File: src/rtl/spi_pkg.sv
// Shared constants for the SPI master/slave pair: host register map,
// status bit positions and slave FSM encoding.
package spi_pkg;

  // Host register addresses (shared with the master block)
  localparam logic [1:0] ADDR_DATA = 2'b00;
  localparam logic [1:0] ADDR_STAT = 2'b01;
  localparam logic [1:0] ADDR_CNT  = 2'b10;

  // Status register bit positions
  localparam int STAT_BUSY     = 0;
  localparam int STAT_RX_FULL  = 1;
  localparam int STAT_TX_FULL  = 2;
  localparam int STAT_OVERRUN  = 3;
  localparam int STAT_UNDERRUN = 4;

  // bit_cnt must reach 8, so it needs 4 bits
  localparam int BIT_CNT_W = 4;

  typedef enum logic [1:0] {
    S_IDLE  = 2'd0,
    S_LOAD  = 2'd1,
    S_SHIFT = 2'd2
  } spi_state_e;

endpackage

File: src/rtl/spi_sync_edge.sv
// Multi-flop synchronizer for an asynchronous input, plus single-cycle
// rise/fall pulses derived from the synchronized level.
module spi_sync_edge #(
  parameter int   SYNC_STAGES = 2,
  parameter logic RST_VAL     = 1'b0
) (
  input  logic i_clk,
  input  logic i_rst_n,
  input  logic i_d,
  output logic o_level,
  output logic o_rise,
  output logic o_fall
);

  logic [SYNC_STAGES-1:0] sync_q;
  logic                   prev_q;

  // Shift the raw input through the synchronizer; keep the previous
  // synced level for edge detection. RST_VAL lets SS_N reset deselected.
  always_ff @(posedge i_clk) begin
    if (!i_rst_n) begin
      sync_q <= {SYNC_STAGES{RST_VAL}};
      prev_q <= RST_VAL;
    end else begin
      sync_q <= {sync_q[SYNC_STAGES-2:0], i_d};
      prev_q <= sync_q[SYNC_STAGES-1];
    end
  end

  assign o_level = sync_q[SYNC_STAGES-1];
  assign o_rise  = o_level & ~prev_q;
  assign o_fall  = ~o_level & prev_q;

endmodule

File: src/rtl/spi_slave_mode0.sv
// SPI mode-0 slave: oversampled SCLK/SS_N/MOSI, MSB-first 8-bit frames,
// one-byte RX/TX buffering with overrun/underrun flags, host register port.
module spi_slave_mode0
  import spi_pkg::*;
#(
  parameter int         SYNC_STAGES   = 2,
  parameter logic [7:0] UNDERRUN_BYTE = 8'hFF
) (
  input  logic       i_clk,
  input  logic       i_rst_n,
  input  logic       i_cs,
  input  logic       i_wr,
  input  logic       i_rd,
  input  logic [1:0] i_address,
  input  logic [7:0] i_data,
  output logic [7:0] o_data,
  input  logic       i_sclk,
  input  logic       i_ss_n,
  input  logic       i_mosi,
  output logic       o_miso,
  output logic       o_miso_oe,
  output logic       o_irq
);

  logic sclk_rise, sclk_fall;
  logic ss_s, ss_rise, ss_fall;
  logic mosi_s;

  spi_sync_edge #(.SYNC_STAGES(SYNC_STAGES), .RST_VAL(1'b0)) u_sync_sclk (
    .i_clk(i_clk), .i_rst_n(i_rst_n), .i_d(i_sclk),
    .o_level(), .o_rise(sclk_rise), .o_fall(sclk_fall)
  );

  spi_sync_edge #(.SYNC_STAGES(SYNC_STAGES), .RST_VAL(1'b1)) u_sync_ss (
    .i_clk(i_clk), .i_rst_n(i_rst_n), .i_d(i_ss_n),
    .o_level(ss_s), .o_rise(ss_rise), .o_fall(ss_fall)
  );

  spi_sync_edge #(.SYNC_STAGES(SYNC_STAGES), .RST_VAL(1'b0)) u_sync_mosi (
    .i_clk(i_clk), .i_rst_n(i_rst_n), .i_d(i_mosi),
    .o_level(mosi_s), .o_rise(), .o_fall()
  );

  spi_state_e           state_q, state_d;
  logic [BIT_CNT_W-1:0] bit_cnt_q, bit_cnt_d;
  logic [7:0]           tx_hold_q, tx_hold_d;
  logic [7:0]           tx_shift_q, tx_shift_d;
  // Only 7 bits are kept: the 8th received bit goes straight into rx_data.
  logic [6:0]           rx_shift_q, rx_shift_d;
  logic [7:0]           rx_data_q, rx_data_d;
  logic                 tx_full_q, tx_full_d;
  logic                 rx_full_q, rx_full_d;
  logic                 overrun_q, overrun_d;
  logic                 underrun_q, underrun_d;
  logic                 busy;

  logic host_rd, wr_data, wr_stat, rd_data, reload;
  logic [7:0] status;

  assign host_rd = i_cs & i_rd;
  assign wr_data = i_cs & i_wr & (i_address == ADDR_DATA);
  assign wr_stat = i_cs & i_wr & (i_address == ADDR_STAT);
  assign rd_data = host_rd & (i_address == ADDR_DATA);

  // A deselect takes priority over any in-flight shift or reload.
  assign reload = !ss_rise &&
                  ((state_q == S_LOAD) ||
                   (state_q == S_SHIFT && sclk_fall && bit_cnt_q == 4'd8));

  // FSM state register
  always_ff @(posedge i_clk) begin
    if (!i_rst_n) state_q <= S_IDLE;
    else          state_q <= state_d;
  end

  // FSM next state: select starts a frame, deselect aborts from anywhere
  always_comb begin
    state_d = state_q;
    case (state_q)
      S_IDLE:  if (ss_fall) state_d = S_LOAD;
      S_LOAD:  state_d = S_SHIFT;
      S_SHIFT: state_d = S_SHIFT;
      default: state_d = S_IDLE;
    endcase
    if (ss_rise) state_d = S_IDLE;
  end

  // FSM outputs: MISO is driven from the shifter only inside a frame
  always_comb begin
    busy   = (state_q != S_IDLE);
    o_miso = busy ? tx_shift_q[7] : 1'b0;
  end

  // Datapath next state. Host clears are applied first so that a
  // coincident set event from the shifter wins.
  always_comb begin
    bit_cnt_d  = bit_cnt_q;
    tx_hold_d  = tx_hold_q;
    tx_shift_d = tx_shift_q;
    rx_shift_d = rx_shift_q;
    rx_data_d  = rx_data_q;
    tx_full_d  = tx_full_q;
    rx_full_d  = rx_full_q;
    overrun_d  = overrun_q;
    underrun_d = underrun_q;

    if (wr_data) begin
      tx_hold_d = i_data;
      tx_full_d = 1'b1;
    end
    if (wr_stat) begin
      if (i_data[STAT_OVERRUN])  overrun_d  = 1'b0;
      if (i_data[STAT_UNDERRUN]) underrun_d = 1'b0;
    end
    if (rd_data) rx_full_d = 1'b0;

    if (reload) begin
      // Shifter takes the old tx_hold; a same-cycle host write keeps tx_full.
      tx_shift_d = tx_full_q ? tx_hold_q : UNDERRUN_BYTE;
      if (!tx_full_q)    underrun_d = 1'b1;
      else if (!wr_data) tx_full_d  = 1'b0;
      bit_cnt_d = '0;
    end else if (state_q == S_SHIFT && sclk_rise && !ss_rise) begin
      rx_shift_d = {rx_shift_q[5:0], mosi_s};
      bit_cnt_d  = bit_cnt_q + 4'd1;
      if (bit_cnt_q == 4'd7) begin
        rx_data_d = {rx_shift_q, mosi_s};
        rx_full_d = 1'b1;
        if (rx_full_q && !rd_data) overrun_d = 1'b1;
      end
    end else if (state_q == S_SHIFT && sclk_fall && !ss_rise &&
                 bit_cnt_q != 4'd0 && bit_cnt_q < 4'd8) begin
      tx_shift_d = {tx_shift_q[6:0], 1'b0};
    end

    // Partial byte is dropped; rx_full/rx_data are left alone.
    if (ss_rise) bit_cnt_d = '0;
  end

  // Datapath registers
  always_ff @(posedge i_clk) begin
    if (!i_rst_n) begin
      bit_cnt_q  <= '0;
      tx_hold_q  <= '0;
      tx_shift_q <= '0;
      rx_shift_q <= '0;
      rx_data_q  <= '0;
      tx_full_q  <= 1'b0;
      rx_full_q  <= 1'b0;
      overrun_q  <= 1'b0;
      underrun_q <= 1'b0;
    end else begin
      bit_cnt_q  <= bit_cnt_d;
      tx_hold_q  <= tx_hold_d;
      tx_shift_q <= tx_shift_d;
      rx_shift_q <= rx_shift_d;
      rx_data_q  <= rx_data_d;
      tx_full_q  <= tx_full_d;
      rx_full_q  <= rx_full_d;
      overrun_q  <= overrun_d;
      underrun_q <= underrun_d;
    end
  end

  // Status word and host read mux; o_data idles at zero
  always_comb begin
    status                = '0;
    status[STAT_BUSY]     = busy;
    status[STAT_RX_FULL]  = rx_full_q;
    status[STAT_TX_FULL]  = tx_full_q;
    status[STAT_OVERRUN]  = overrun_q;
    status[STAT_UNDERRUN] = underrun_q;
    o_data = 8'h00;
    if (host_rd) begin
      case (i_address)
        ADDR_DATA: o_data = rx_data_q;
        ADDR_STAT: o_data = status;
        ADDR_CNT:  o_data = {4'b0, bit_cnt_q};
        default:   o_data = 8'h00;
      endcase
    end
  end

  assign o_miso_oe = ~ss_s;
  assign o_irq     = rx_full_q | overrun_q;

endmodule

File: config.mk
export PLATFORM = sky130hd
export DESIGN_NAME = spi_slave_mode0
export DESIGN_NICKNAME = d
export VERILOG_FILES = /design/src/rtl/spi_pkg.sv /design/src/rtl/spi_sync_edge.sv /design/src/rtl/spi_slave_mode0.sv
export SDC_FILE = /design/constraint.sdc
export NUM_CORES = 1
export LEC_CHECK = 0
export ABC_AREA = 0
export BUFFER_PORTS_ARGS = -buffer_cell sky130_fd_sc_hd__buf_2
export CAP_MARGIN = 15
export CORE_AREA = 2 2 77 79
export DETAILED_ROUTE_END_ITERATION = 8
export DIE_AREA = 0 0 79 81
export GPL_TIMING_DRIVEN = 0
export SLEW_MARGIN = 5
export SYNTH_ARGS = -nofsm -noshare
export SYNTH_HDL_FRONTEND = slang
export SYNTH_SLANG_ARGS = --single-unit
export TNS_END_PERCENT = 50
File: constraint.sdc
create_clock -name i_clk -period 1.9 [get_ports i_clk]
set_input_delay 0.285 -clock i_clk [delete_from_list [all_inputs] [get_ports i_clk]]
set_output_delay 0.285 -clock i_clk [all_outputs]
set_load 0.02 [all_outputs]
### Word-level counts from Yosys, hierarchy flattened

Index checks and enable logic that the tools add are counted.

* register bits: 49
* bits in latches: 0
* bits in writable memories: 0
* ROM bits: 0
* bits of input ports: 18
* output and inout bits: 11
* word-level logic and storage cells: 91
* memories kept: 0

* add/sub/neg operators: 1
* multiply operators: 0
* divide/modulo/power cells: 0
* $lt $le $gt $ge: 1
* equal/unequal tests: 8
* shift-type cells: 0
* mux-type cells: 27
* bitwise operators: 16
* reductions and logical operators: 23

Operator list (number)
* $mux 8: 5
* $pmux 8 s3: 1
* $mux 1: 19
* $and 1x1->1: 9
* $logic_and 1x1->1: 9
* $not 1->1: 6
* $add 4x1->4 const B: 1
* $eq 2x1->1 const B: 2
* $eq 2x2->1 const B: 2
* $eq 4x3->1 const B: 1
* $eq 4x4->1 const B: 1
* $logic_not 2->1: 2
* $lt 4x4->1 const B: 1
* $ne 2x2->1 const B: 2
* $pmux 2 s2: 1
* $reduce_and 2->1: 2
* $reduce_bool 2->1: 2
* $reduce_bool 4->1: 1
* $reduce_or 2->1: 2
* $reduce_and 3->1: 1
* $reduce_or 3->1: 1
* $logic_not 1->1: 2
* $mux 2: 1
* $logic_or 1x1->1: 1
* $or 1x1->1: 1

### Logic depth before layout (Yosys ltp)

* word-level depth: 9
* mapped depth: 7

### Cells and area by module

A second synthesis with hierarchy kept.

* cell total of the unflattened synthesis: 246
* area total of the unflattened synthesis: 2324.7 um^2

Modules (own cells, without submodules)
* spi_slave_mode0: times used 1, cells an instance 222, area each 2050.7 um^2
* spi_sync_edge: times used 3, cells an instance 8, area each 91.3 um^2

### Worst setup path before layout

No wires, ideal clock.

* path kind: flip-flop to flip-flop
* start point: reg bit_cnt_q[0]
* end point: reg tx_shift_q[6]
* arrival time: 1.908 ns
* data required time: 1.781 ns
* path slack: -0.127 ns
* stages on the path, launching flop included: 8
* buffers on the path: 1
* clock period less this slack: 2.027 ns
* path through: dfxtp_1 > inv_1 > ha_1 > nor2b_1 > or4b_1 > buf_6 > mux2_4 > o221a_1

* longest elaborated chain between the ends: 6

RTL lines
* from (decl): line spi_slave_mode0.sv:45 `logic [BIT_CNT_W-1:0] bit_cnt_q, bit_cnt_d;`
* from (signal assigned): line spi_slave_mode0.sv:153 `bit_cnt_q <= bit_cnt_d;`
* $eq 4x4->1: line spi_slave_mode0.sv:68 `(state_q == S_SHIFT && sclk_fall && bit_cnt_q == 4'd8));`
* $logic_and 1x1->1: line spi_slave_mode0.sv:68
* $logic_or 1x1->1: line spi_slave_mode0.sv:67 `((state_q == S_LOAD) ||`
* $logic_and 1x1->1: line spi_slave_mode0.sv:66 `assign reload = !ss_rise &&`
* $ne 2x2->1 (no line) or $reduce_bool 2->1 (tied branches)
* $reduce_and 2->1 (no line)
* to (signal assigned): line spi_slave_mode0.sv:155 `tx_shift_q <= tx_shift_d;`
* to (decl): line spi_slave_mode0.sv:47 `logic [7:0] tx_shift_q, tx_shift_d;`

Several ways; a longest one is shown, not always the timed one.
A chain may end at the register's enable or synchronous reset.

### Final worst setup path

* start point: reg bit_cnt_q[1]
* end point: reg tx_shift_q[6]

Same word-level chain as after synthesis.

==> metrics.md <==
| Metric | Value |
|---|---|
| Final hold vios | `0` |
| Register area share after synthesis | `45.0%` |
| Final antenna-violating net count | `0` |
| Hold wc startpoint | `i_ss_n` |
| First-pass GRT wire length | `7670 µm` |
| Residual DRC count | `0` |
| IO Pins | `29` |
| Starting density of the core | `38.4%` |
| Final setup viols | `7` |
| R2R setup slack | `-0.06 ns` |
| Via-to-Cell Ratio | `4.98` |
| Crit Path Max Fanout | `8` |
| Worst hold endpoint | `u_sync_ss.sync_q[0]` |
| CTS tree | `yes` |
| Outcome | `complete, but fails checks` |
| Core box area | `5680 µm²` |
| CP max stage cell | `or4b_4` |
| Critical path startpoint category | `flip-flop` |
| Syn avg cell area | `9.44 µm²` |
| Congestion Overflow GR | `0` |
| Site Rows | `28` |
| Largest area contributor in the netlist | `dfxtp_1` |
| Clock buffer count from CTS | `5` |
| Final hold slack | `0.162 ns` |
| Flops & latches, synth | `49` |
| Overall power | `2.30 mW` |
| GP Congestion | `0.844` |
| Detail Placement HPWL | `3330 µm` |
| Setup WS pre-CTS | `-0.204 ns` |
| Relative slew slack | `41.5%` |
| Antenna cells | `0` |
| Chip width | `79 µm` |
| DR iter-0 viols | `71` |
| Netlist Area Pre-Place | `2180 µm²` |
| Crit path cell chain | `inv_2 > ha_2 > nor2b_4 > or4b_4 > mux2_4 > o221a_1` |
| Minimum clock period | `1.96 ns` |
| Die H | `81 µm` |
| Critical path's largest stage delay | `0.59 ns` |
| I/O Buffers | `26` |
| Clock sink count | `49` |
| Worst-margin pin slew | `0.871 ns` |
| Largest cells by area after synthesis | `dfxtp_1 45%, mux2i_1 10%, nand2_1 6.7%, mux2_4 4.8%, nor2_1 3.6%` |
| Root Buffer | `clkbuf_8` |
| Failing checks | `setup timing` |
| CP Data Arrival Time | `2.16 ns` |
| Drt total wl | `4540 µm` |
| Depth of the CTS H-tree | `2` |
| Fin crit share | `103%` |
| Final Max Tran Viols | `0` |
| Asr flop ratio synth | `0%` |
| Die area | `6400 µm²` |
| Worst EP required | `2.10 ns` |
| Nets | `289` |
| Max clock buf depth | `2` |
| Cells after synthesis | `231` |
| Pin count of the biggest net entering global routing | `17` |
| Final Core Density | `44.9%` |
| Lkg Pwr | `1.00 nW` |
| Peak supply drop | `0.396 mV` |
| Number of flops mapped to enable cells by yosys | `0` |
| Syn Nets | `255` |
| Share of layout cells above drive strength 1 | `23.7%` |
| Max Cap Violations | `0` |
| Crit path capture type | `flip-flop` |
| RSZ-0062 raised after global routing | `yes` |
| Setup Skew | `0.00527 ns` |
| Max frequency | `510 MHz` |
| Final TNS setup | `-0.329 ns` |
| Synth warnings | `0` |
| GRT Overall Usage | `15.3%` |
| Crit path kind | `flip-flop to flip-flop` |
| Worst-Skew Late Latency | `0.30 ns` |
| R2R Path End | `tx_shift_q[6]` |
| Pwr/cell area | `902 nW/µm²` |
| R2R cell count | `6` |
| Post-synth cell types | `39` |
| Post-synth top area share | `45.0%` |
| Initial antenna violation count | `0` |
| Hold path cells | `2` |
| Wire per inst | `13.3 µm` |
| Via count | `1,698` |
| Worst min path class | `input pin to flip-flop` |
| Vias in the first global route | `1,633` |
| Drt pass-1 iters | `4` |
| Post-synth top flop | `dfxtp_1` |
| Reg-to-Reg Start | `bit_cnt_q[1]` |
| Final worst setup slack | `-0.0594 ns` |
| Area growth syn-to-layout | `16.9%` |
| Worst-path clk slew | `0.09 ns` |
## synthesized netlist by cell type (2+ instances only)
cell type and n:
dfxtp_1 49, nand2_1 39, mux2i_1 22, nor2_1 21, a21oi_1 14, and2_1 8
inv_1 7, mux2_4 7, o221a_1 7, clkbuf_1 6, ha_1 6, nor2b_1 4
nor3_1 4, nand2b_1 3, nand3_1 3, o21ai_0 3, buf_1 2, nor3b_1 2
o21a_1 2, or3_1 2, xnor2_1 2
## where the power goes
part	internal, mW	switching (mW)	leakage [nW]
Clock	0.262	0.355	0.0445
Combinational	0.252	0.244	0.558
Sequential	1.13	0.0596	0.401
Total	1.64	0.659	1.00
## cell type report
| class | count | area, µm² |
|---|---|---|
| Fill cell | 577 | 3130 |
| Multi-Input combinational cell | 164 | 1160 |
| Sequential cell | 49 | 991 |
| Timing Repair Buffer | 28 | 145 |
| Tap cell | 75 | 93.8 |
| Clock buffer | 5 | 68.8 |
| Buffer | 9 | 37.5 |
| Inverter | 8 | 30.0 |
| Clock inverter | 3 | 21.3 |
## routing by layer
| metal | global-route usage, % | vias to the layer above | wire (µm) |
|---|---|---|---|
| li1 | - | 860 | - |
| met1 | 19.3 | 798 | 2110 |
| met2 | 25.6 | 33 | 2160 |
| met3 | 3.78 | 7 | 203 |
| met4 | 5.52 | 0 | 60 |
| met5 | 0 | - | 0 |
## worst max-delay path by stage
stage            startpoint            end  cells after the start
3_3_place_gp     state_q[1]   rx_data_q[7]                      6
2_1_floorplan  bit_cnt_q[1]  tx_shift_q[6]                      7
6_report       bit_cnt_q[1]  tx_shift_q[6]                      6
4_1_cts        bit_cnt_q[0]  tx_shift_q[6]                      7
3_5_place_dp     state_q[1]   rx_data_q[0]                      6
5_1_grt        bit_cnt_q[1]  tx_shift_q[6]                      6
## cells in the final DEF (no fill, tap or decap), drive strengths merged, types with 6 or more instances in the layout
cell type  count
mux2i         22
buf           31
dfxtp         49
o221a          7
ha             6
clkbuf        11
inv            8
a21oi         14
nor2          21
nand2         39
mux2           7
and2           8
## repair_timing
item | in CTS | in global routing
setup buffers | 1 | 1
resized for setup | 4 | 6
pin swaps | 1 | 1
hold buffers | 0 | 0
endpoints found under the setup margin | 18 | 12
## state kept, by name, indices dropped and copies added, names as in the netlist, 2 cells and up
register / cells
tx_hold_q: 8
u_sync_ss.sync_q: 2
bit_cnt_q: 4
rx_shift_q: 7
u_sync_mosi.sync_q: 2
state_q: 2
tx_shift_q: 8
u_sync_sclk.sync_q: 2
rx_data_q: 8
## per-stage QoR
stage          instance area (µm²)  cells
6_report                      2550    341
5_1_grt                       2550    341
4_1_cts                       2540    341
3_5_place_dp                  2420    332
3_3_place_gp                  2420    332
2_1_floorplan                 2190    231
## kinds of logic (layout without fill, tap and decap cells)
family                     count (synthesis)  count (layout)  share of synthesized area (%)
DFF                                       49              49                           45.0
and+or+nand+nor                           94              94                           21.2
xor gates and xnor gates                   2               2                          0.804
AOI/OAI and AO/OA                         33              33                           11.0
adders and majority gates                  6               6                           3.44
muxes                                     29              29                           14.9
buffers and inverters                     18              53                           3.62
## worst max-delay path: cells and delay by family, from the launching register on
family	cells	cell delay, ns
flip-flops	1	0.38
AO/OA/AOI/OAI	1	0.23
adder cells (fa/ha/maj)	1	0.16
multiplexers	1	0.33
buffers and inverters	1	0.03
AND/OR/NAND/NOR	2	0.72
No activity file was read; power rests on OpenSTA's default activity.
